## src/rtl/encrypt_engine.sv

```systemverilog
// Iterative XOR/bit-permutation block cipher with run-time programmable round keys
// and permutation table; one round per clock, valid/ready on both stream sides.
module encrypt_engine #(
  parameter int DATA_W = 8,
  parameter int ROUNDS = 3,
  parameter logic [DATA_W*ROUNDS-1:0] KEY_INIT = 24'hBEADDE
) (
  input  logic                clk,
  input  logic                n_rst,
  input  logic                in_valid,
  output logic                in_ready,
  input  logic [DATA_W-1:0]   in_data,
  input  logic                in_mode,
  output logic                out_valid,
  input  logic                out_ready,
  output logic [DATA_W-1:0]   out_data,
  input  logic                cfg_we,
  input  logic                cfg_sel,
  input  logic [$clog2((ROUNDS > DATA_W) ? ROUNDS : DATA_W)-1:0] cfg_addr,
  input  logic [DATA_W-1:0]   cfg_wdata,
  output logic                cfg_err
);

  localparam int IW = $clog2(DATA_W);
  localparam int RW = (ROUNDS > 1) ? $clog2(ROUNDS) : 1;
  localparam logic [RW-1:0] LAST = RW'(ROUNDS - 1);

  typedef enum logic [1:0] {IDLE, RUN, DONE} state_t;

  state_t            state_q, state_d;
  logic [DATA_W-1:0] data_q, data_d;
  logic [DATA_W-1:0] out_data_q, out_data_d;
  logic              mode_q, mode_d;
  logic [RW-1:0]     rnd_q, rnd_d;
  logic              cfg_err_q, cfg_err_d;
  logic [DATA_W-1:0] key_q  [ROUNDS];
  logic [DATA_W-1:0] key_d  [ROUNDS];
  logic [IW-1:0]     perm_q [DATA_W];
  logic [IW-1:0]     perm_d [DATA_W];

  logic [DATA_W-1:0] round_x, key_sel, mixed;
  logic [RW-1:0]     dec_idx;
  logic              cfg_ok;

  assign in_ready  = (state_q == IDLE);
  assign out_valid = (state_q == DONE);
  assign out_data  = out_data_q;
  assign cfg_err   = cfg_err_q;

  // Decrypt walks the key table backwards and undoes the permutation before the XOR.
  always_comb begin
    dec_idx = LAST - rnd_q;
    key_sel = mode_q ? key_q[dec_idx] : key_q[rnd_q];
    mixed   = '0;
    round_x = '0;
    if (mode_q) begin
      for (int i = 0; i < DATA_W; i++) mixed[perm_q[i]] = data_q[i];
      round_x = mixed ^ key_sel;
    end else begin
      mixed = data_q ^ key_sel;
      for (int i = 0; i < DATA_W; i++) round_x[i] = mixed[perm_q[i]];
    end
  end

  // Writes only land while idle with no block arriving; the perm source is range-checked
  // on the full word so out-of-range values are never silently truncated.
  assign cfg_ok = (state_q == IDLE) && !in_valid &&
                  (cfg_sel ? ((32'(cfg_addr) < DATA_W) && (cfg_wdata < DATA_W'(DATA_W)))
                           : (32'(cfg_addr) < ROUNDS));

  always_comb begin
    state_d    = state_q;
    data_d     = data_q;
    mode_d     = mode_q;
    rnd_d      = rnd_q;
    out_data_d = out_data_q;
    key_d      = key_q;
    perm_d     = perm_q;
    cfg_err_d  = 1'b0;
    case (state_q)
      IDLE: begin
        rnd_d = '0;
        if (in_valid) begin
          data_d  = in_data;
          mode_d  = in_mode;
          state_d = RUN;
        end
      end
      RUN: begin
        data_d = round_x;
        if (rnd_q == LAST) begin
          out_data_d = round_x;
          state_d    = DONE;
        end else begin
          rnd_d = rnd_q + 1'b1;
        end
      end
      DONE: if (out_ready) state_d = IDLE;
      default: state_d = IDLE;
    endcase
    if (cfg_we) begin
      if (cfg_ok) begin
        if (cfg_sel) perm_d[cfg_addr[IW-1:0]] = cfg_wdata[IW-1:0];
        else         key_d[cfg_addr[RW-1:0]]  = cfg_wdata;
      end else begin
        cfg_err_d = 1'b1;
      end
    end
  end

  always_ff @(posedge clk or negedge n_rst) begin
    if (!n_rst) begin
      state_q    <= IDLE;
      data_q     <= '0;
      mode_q     <= 1'b0;
      rnd_q      <= '0;
      out_data_q <= '0;
      cfg_err_q  <= 1'b0;
      for (int r = 0; r < ROUNDS; r++) key_q[r] <= KEY_INIT[r*DATA_W +: DATA_W];
      for (int i = 0; i < DATA_W; i++) perm_q[i] <= IW'(DATA_W - 1 - i);
    end else begin
      state_q    <= state_d;
      data_q     <= data_d;
      mode_q     <= mode_d;
      rnd_q      <= rnd_d;
      out_data_q <= out_data_d;
      cfg_err_q  <= cfg_err_d;
      key_q      <= key_d;
      perm_q     <= perm_d;
    end
  end

endmodule

```

## config.mk

```make
export PLATFORM = sky130hd
export DESIGN_NAME = encrypt_engine
export DESIGN_NICKNAME = d
export VERILOG_FILES = /design/src/rtl/encrypt_engine.sv
export SDC_FILE = /design/constraint.sdc
export NUM_CORES = 1
export LEC_CHECK = 0
export ABC_AREA = 1
export CORE_MARGIN = 5
export CORE_UTILIZATION = 35
export DETAILED_ROUTE_END_ITERATION = 16
export PLACE_DENSITY_LB_ADDON = 0.12
export SYNTH_ARGS = -nofsm -noshare
export SYNTH_HDL_FRONTEND = slang
export SYNTH_SLANG_ARGS = --single-unit
```

## constraint.sdc

```tcl
create_clock -name clk -period 5.2 [get_ports clk]
set_input_delay 1.3 -clock clk [delete_from_list [all_inputs] [get_ports clk]]
set_output_delay 1.3 -clock clk [all_outputs]
set_load 0.03 [all_outputs]
```

Word-level counts from Yosys, hierarchy flattened --
Cells that the tools add are included.
Storage, ports and cells: flip-flop bits (word level) 70, output and inout port bits 11
Cells by class: reduce and logical (&&, ||, !) cells 22, mux-type cells 64, bitwise gates (word level) 8, magnitude comparators 24, equal/unequal tests 7, add/subtract/negate cells 2
Operators by type and width (count):
- $mux 8 | 8
- $bwmux 8 | 7
- $bwmux 24 | 2
- $bmux 8 s2 | 2
- $lt 3x4->1 const B | 8
- $bmux 1 s3 | 8
- $demux 1 s3 | 8
- $ge 3x1->1 const B | 8
- $mux 1 | 19
- $demux 8 s2 | 1
- $pmux 8 s2 | 1
- $xor 8x8->8 | 2
- $logic_and 1x1->1 | 12
- $demux 3 s3 | 1
- $ge 3x3->1 const B | 3
- $not 2->3 | 3
- $reduce_and 3->1 | 3
- $and 8x8->8 | 1
- $lt 8x4->1 const B | 1
- $mux 2 | 4
- $reduce_and 2->1 | 4
- $ne 2x2->1 const B | 3
- $pmux 2 s3 | 1
- $eq 2x2->1 const B | 2
- other kinds (15) | 15

Longest topological paths before layout --
depth in word-level cells 15, mapped depth 22

Worst setup path before layout --
Ideal clock, no wire load.
kind input port to flip-flop, start input cfg_wdata[7], end register key_q[6] (netlist bit), buffers on the path 1, path slack 2.472 ns, stages on the path 9, arrival 2.607 ns, required time 5.079 ns, path through nor4_1 nand3_1 a211oi_2 nand3_2 nor2_4 nand2_1 buf_2 nand2_1 o21ai_1
Between the ends: word-level cells in the longest chain between the ends 4
RTL lines:
- from (decl) | line 20 | input logic [DATA_W-1:0] cfg_wdata,
- $lt 8x4->1 | line 68 | (cfg_sel ? ((32'(cfg_addr) < DATA_W) && (cfg_wdata < DATA_W'(DATA_W)))
- $mux 1 | line 68
- $logic_and 1x1->1 | line 67 | assign cfg_ok = (state_q == IDLE) && !in_valid &&
- $reduce_and 3->1 (no source line)
- to (signal assigned) | line 128 | key_q <= key_d;
- to (decl) | line 36 | logic [DATA_W-1:0] key_q [ROUNDS];
Every way passes these cells. A chain may end at the register's enable or synchronous reset.

Worst setup path after layout --
start input cfg_wdata[7], end register perm_q[13] (netlist bit)
Between the ends: word-level cells in the longest chain between the ends 4
RTL lines:
- $lt 8x4->1 | line 68
- $mux 1 | line 68
- $logic_and 1x1->1 | line 67
- $reduce_and 3->1 (no source line)
- to (signal assigned) | line 129 | perm_q <= perm_d;
- to (decl) | line 38 | logic [IW-1:0] perm_q [DATA_W];
Every way passes these cells.

==> results.md <==
* Root Driver: clkbuf_16
* Avg Synthesized Cell Area at 6.58 um^2
* Crit path DAT at 3.46 ns
* Post-CTS setup buffer count at 0
* Drt first pass iters at 5
* Startpoint types: input port
* Top-count cell post-synth: nand2_1
* Cell depth of the worst min-delay path at 2
* Top cell by count, worst path: nand3_1
* Area of the die at 17200 um^2
* Final setup viols at 0
* Clock sinks at 70
* Syn nets at 808
* Largest net degree at the start of global routing at 44
* Vias in the first global route at 5086
* Fin. max-slew vios at 0
* Fin crit share at 61.8%
* Total negative slack at 0 ns
* CTS Buf Count at 9
* Critical setup path kind: input port to register
* CP endpoint kind: register
* Switching Share at 50.8%
* Slowest cell on the critical path: clkdlybuf4s50_1
* WL per Instance at 16.2 um
* Ys flop type: dfrtp_1
* Synth area leader: dfrtp_1
* Synthesis-to-finish area growth at 15.4%
* Worst flop-to-flop path startpoint: rnd_q[0]
* Slew HR at 36.5%
* Mapped cell area at 5140 um^2
* CP Cell Sequence: clkdlybuf4s50_1 > nor4_1 > nand3_1 > a211oi_2 > nand3_1 > nor2_1 > nand2_1 > o21ai_0
* Congestion Overflow GR at 0
* Antenna violations before repair at 0
* Core Region at 14500 um^2
* Commonest cells post-synth: nand2_1 (247), inv_1 (119), o21ai_0 (78)
* Synth warn at 0
* Die W at 131 um
* # nets final at 839
* Minimum period implied by the final worst setup slack at 3.21 ns
* Vias at 5113
* Critical-path maximum fanout at 6
* Port bufs at 36
* Routability cong. at 0.894
* Final Cell Area at 5930 um^2
* Synth unique cells at 41
* # hold bufs at CTS at 0
* Share of cells above drive strength 1 at 9.55%
* Later-pin clock latency in the skew report at 0.35 ns
* Reg clk slew, reported paths at 0.06 ns
* Combinational Power Share at 53.8%
* Worst Clk Skew at 0.00853 ns
* I/O pins at 37
* Min-delay src: key_q[5]
* Slew @ Worst Pin at 0.948 ns
* Initial Util at 35.5%
* RSZ-0062 raised after global routing: no
* Peak VDD IR at 253 uV
* Layout Cells excl Fill at 1001
* Hold Fails Final Rpt at 0
* Die Y at 131 um
* FF-to-FF path depth at 16
* Clock power share at 18.6%
* Achievable frequency at 311 MHz
* Post-synth EDFFs at 0
* Detail Route Antenna Nets at 0
* P_sw at 1.64 mW
* Hold endpoint: key_q[5]
* Crit path largest cell delay at 0.50 ns
* Reg2reg end: out_data[4]
* HP Class: register to register
* R2R setup slack at 2.06 ns
* Resized Gates After CTS at 0
* Status: finished clean
* Routed wire length at 16200 um
* Flop pwr share at 27.6%
* Tot GR Track Use at 19.3%
* Lkg Pwr at 2.68 nW
* DRC viols at 0
* Placed Cells at 985
* Synth top area share at 20.0%
* CTS Buffer Depth at 2
* Cell Pwr Density at 546 nW/um^2
* DR vias/cell at 5.11
* #FFs+latches synth at 70
* Antenna cell count at 0
* Fraction of registers with async set/reset at 100%
* Internal power at 1.59 mW
* First-pass GRT wire length at 26800 um
* DR iter-0 viols at 408
* Worst Hold Slack at 0.461 ns
* Post-layout util at 40.9%
* Register area share after synthesis at 34.8%
* Max_cap viols at 0
* CTS tree: done
* Synth area leaders: dfrtp_1 (20%), nand2_1 (18%), dfstp_2 (15%), inv_1 (8.7%), o21ai_0 (7.6%)
* Placed Area at 5630 um^2
* DP HPWL at 12900 um
* H-Tree Depth at 3
* Critical path required time at 5.45 ns
* Row cnt at 44
* Post-synthesis cell count at 781
## stage by stage
step | setup slack [ns] | power [mW]
global route | 1.70 | 3.50
detailed placement | 1.63 | 2.64
CTS | 1.96 | 3.26
global placement | 1.66 | 2.63
finish | 1.99 | 3.24
floorplan | 2.47 | 2.07
## logic make-up (layout without fill, tap and decap cells)
family | count (synthesis) | after routing | synth area share [%]
AND/OR/NAND/NOR | 429 | 429 | 36.0
buffers and inverters | 140 | 176 | 11.0
AO/OA/AOI/OAI | 130 | 130 | 14.8
flip-flops | 70 | 70 | 34.8
XOR/XNOR | 11 | 11 | 3.19
adder cells (fa/ha/maj) | 1 | 1 | 0.244
## layout make-up
cell class | instances | area, um^2
inverters | 123 | 469
clock inverters | 6 | 42.5
multi-input cells | 571 | 2780
flip-flops and latches | 70 | 1790
clock buffers | 10 | 250
repair buffers | 37 | 363
fillers | 1544 | 8550
well taps | 184 | 230
## power by group through the flow
| stage | logic [mW] | clock network [mW] | registers (mW) |
|---|---|---|---|
| after floorplan | 1.23 | 0 | 0.848 |
| final | 1.74 | 0.602 | 0.893 |
| after CTS | 1.74 | 0.621 | 0.892 |
| after global routing | 1.94 | 0.644 | 0.915 |
| after global placement | 1.73 | 0 | 0.898 |
| after detailed placement | 1.74 | 0 | 0.900 |
## critical path, delay by kind of cell
kind                   cells  cell delay, ns
buffers and inverters      1            0.50
AND/OR/NAND/NOR            5            1.14
AO/OA/AOI/OAI              2            0.51
## how the worst max path moves through the flow
stage                  from         end  slack, ns  depth (start not counted)
2_1_floorplan  cfg_wdata[7]    key_q[6]       2.47                          9
3_3_place_gp   cfg_wdata[7]  perm_q[18]       1.66                          9
3_5_place_dp   cfg_wdata[7]   perm_q[8]       1.63                          9
4_1_cts        cfg_wdata[7]  perm_q[13]       1.96                          8
5_1_grt        cfg_wdata[7]   key_q[11]       1.70                          8
6_report       cfg_wdata[7]  perm_q[13]       1.99                          8
## placed cells by master (no fill, tap or decap), types with 9 or more instances in the layout
master / synthesis / layout
o21ai_1: 9 / 9
dfrtp_1: 41 / 41
inv_1: 119 / 119
dfstp_2: 29 / 29
clkbuf_16: 0 / 10
nor3_1: 35 / 35
nand2_1: 247 / 247
nand3_1: 76 / 76
o21ai_0: 78 / 78
clkdlybuf4s50_1: 0 / 35
xor2_2: 9 / 9
nor2_1: 50 / 50
a21oi_1: 14 / 14
## state kept, by name, indices dropped and copies added (netlist names)
signal / cells
key_q: 24
rnd_q: 2
out_data: 8
mode_q: 1
data_q: 8
state_q: 2
perm_q: 24
cfg_err: 1
## layer usage
metal / up-vias / global-route usage [%] / routed length, um
li1: 2570 / - / -
met1: 2403 / 24.9 / 7190
met2: 119 / 33.1 / 7960
met3: 21 / 2.94 / 748
met4: 0 / 6.18 / 326
met5: - / 0 / 0
Note: power is estimated with default switching activity, not from simulation.
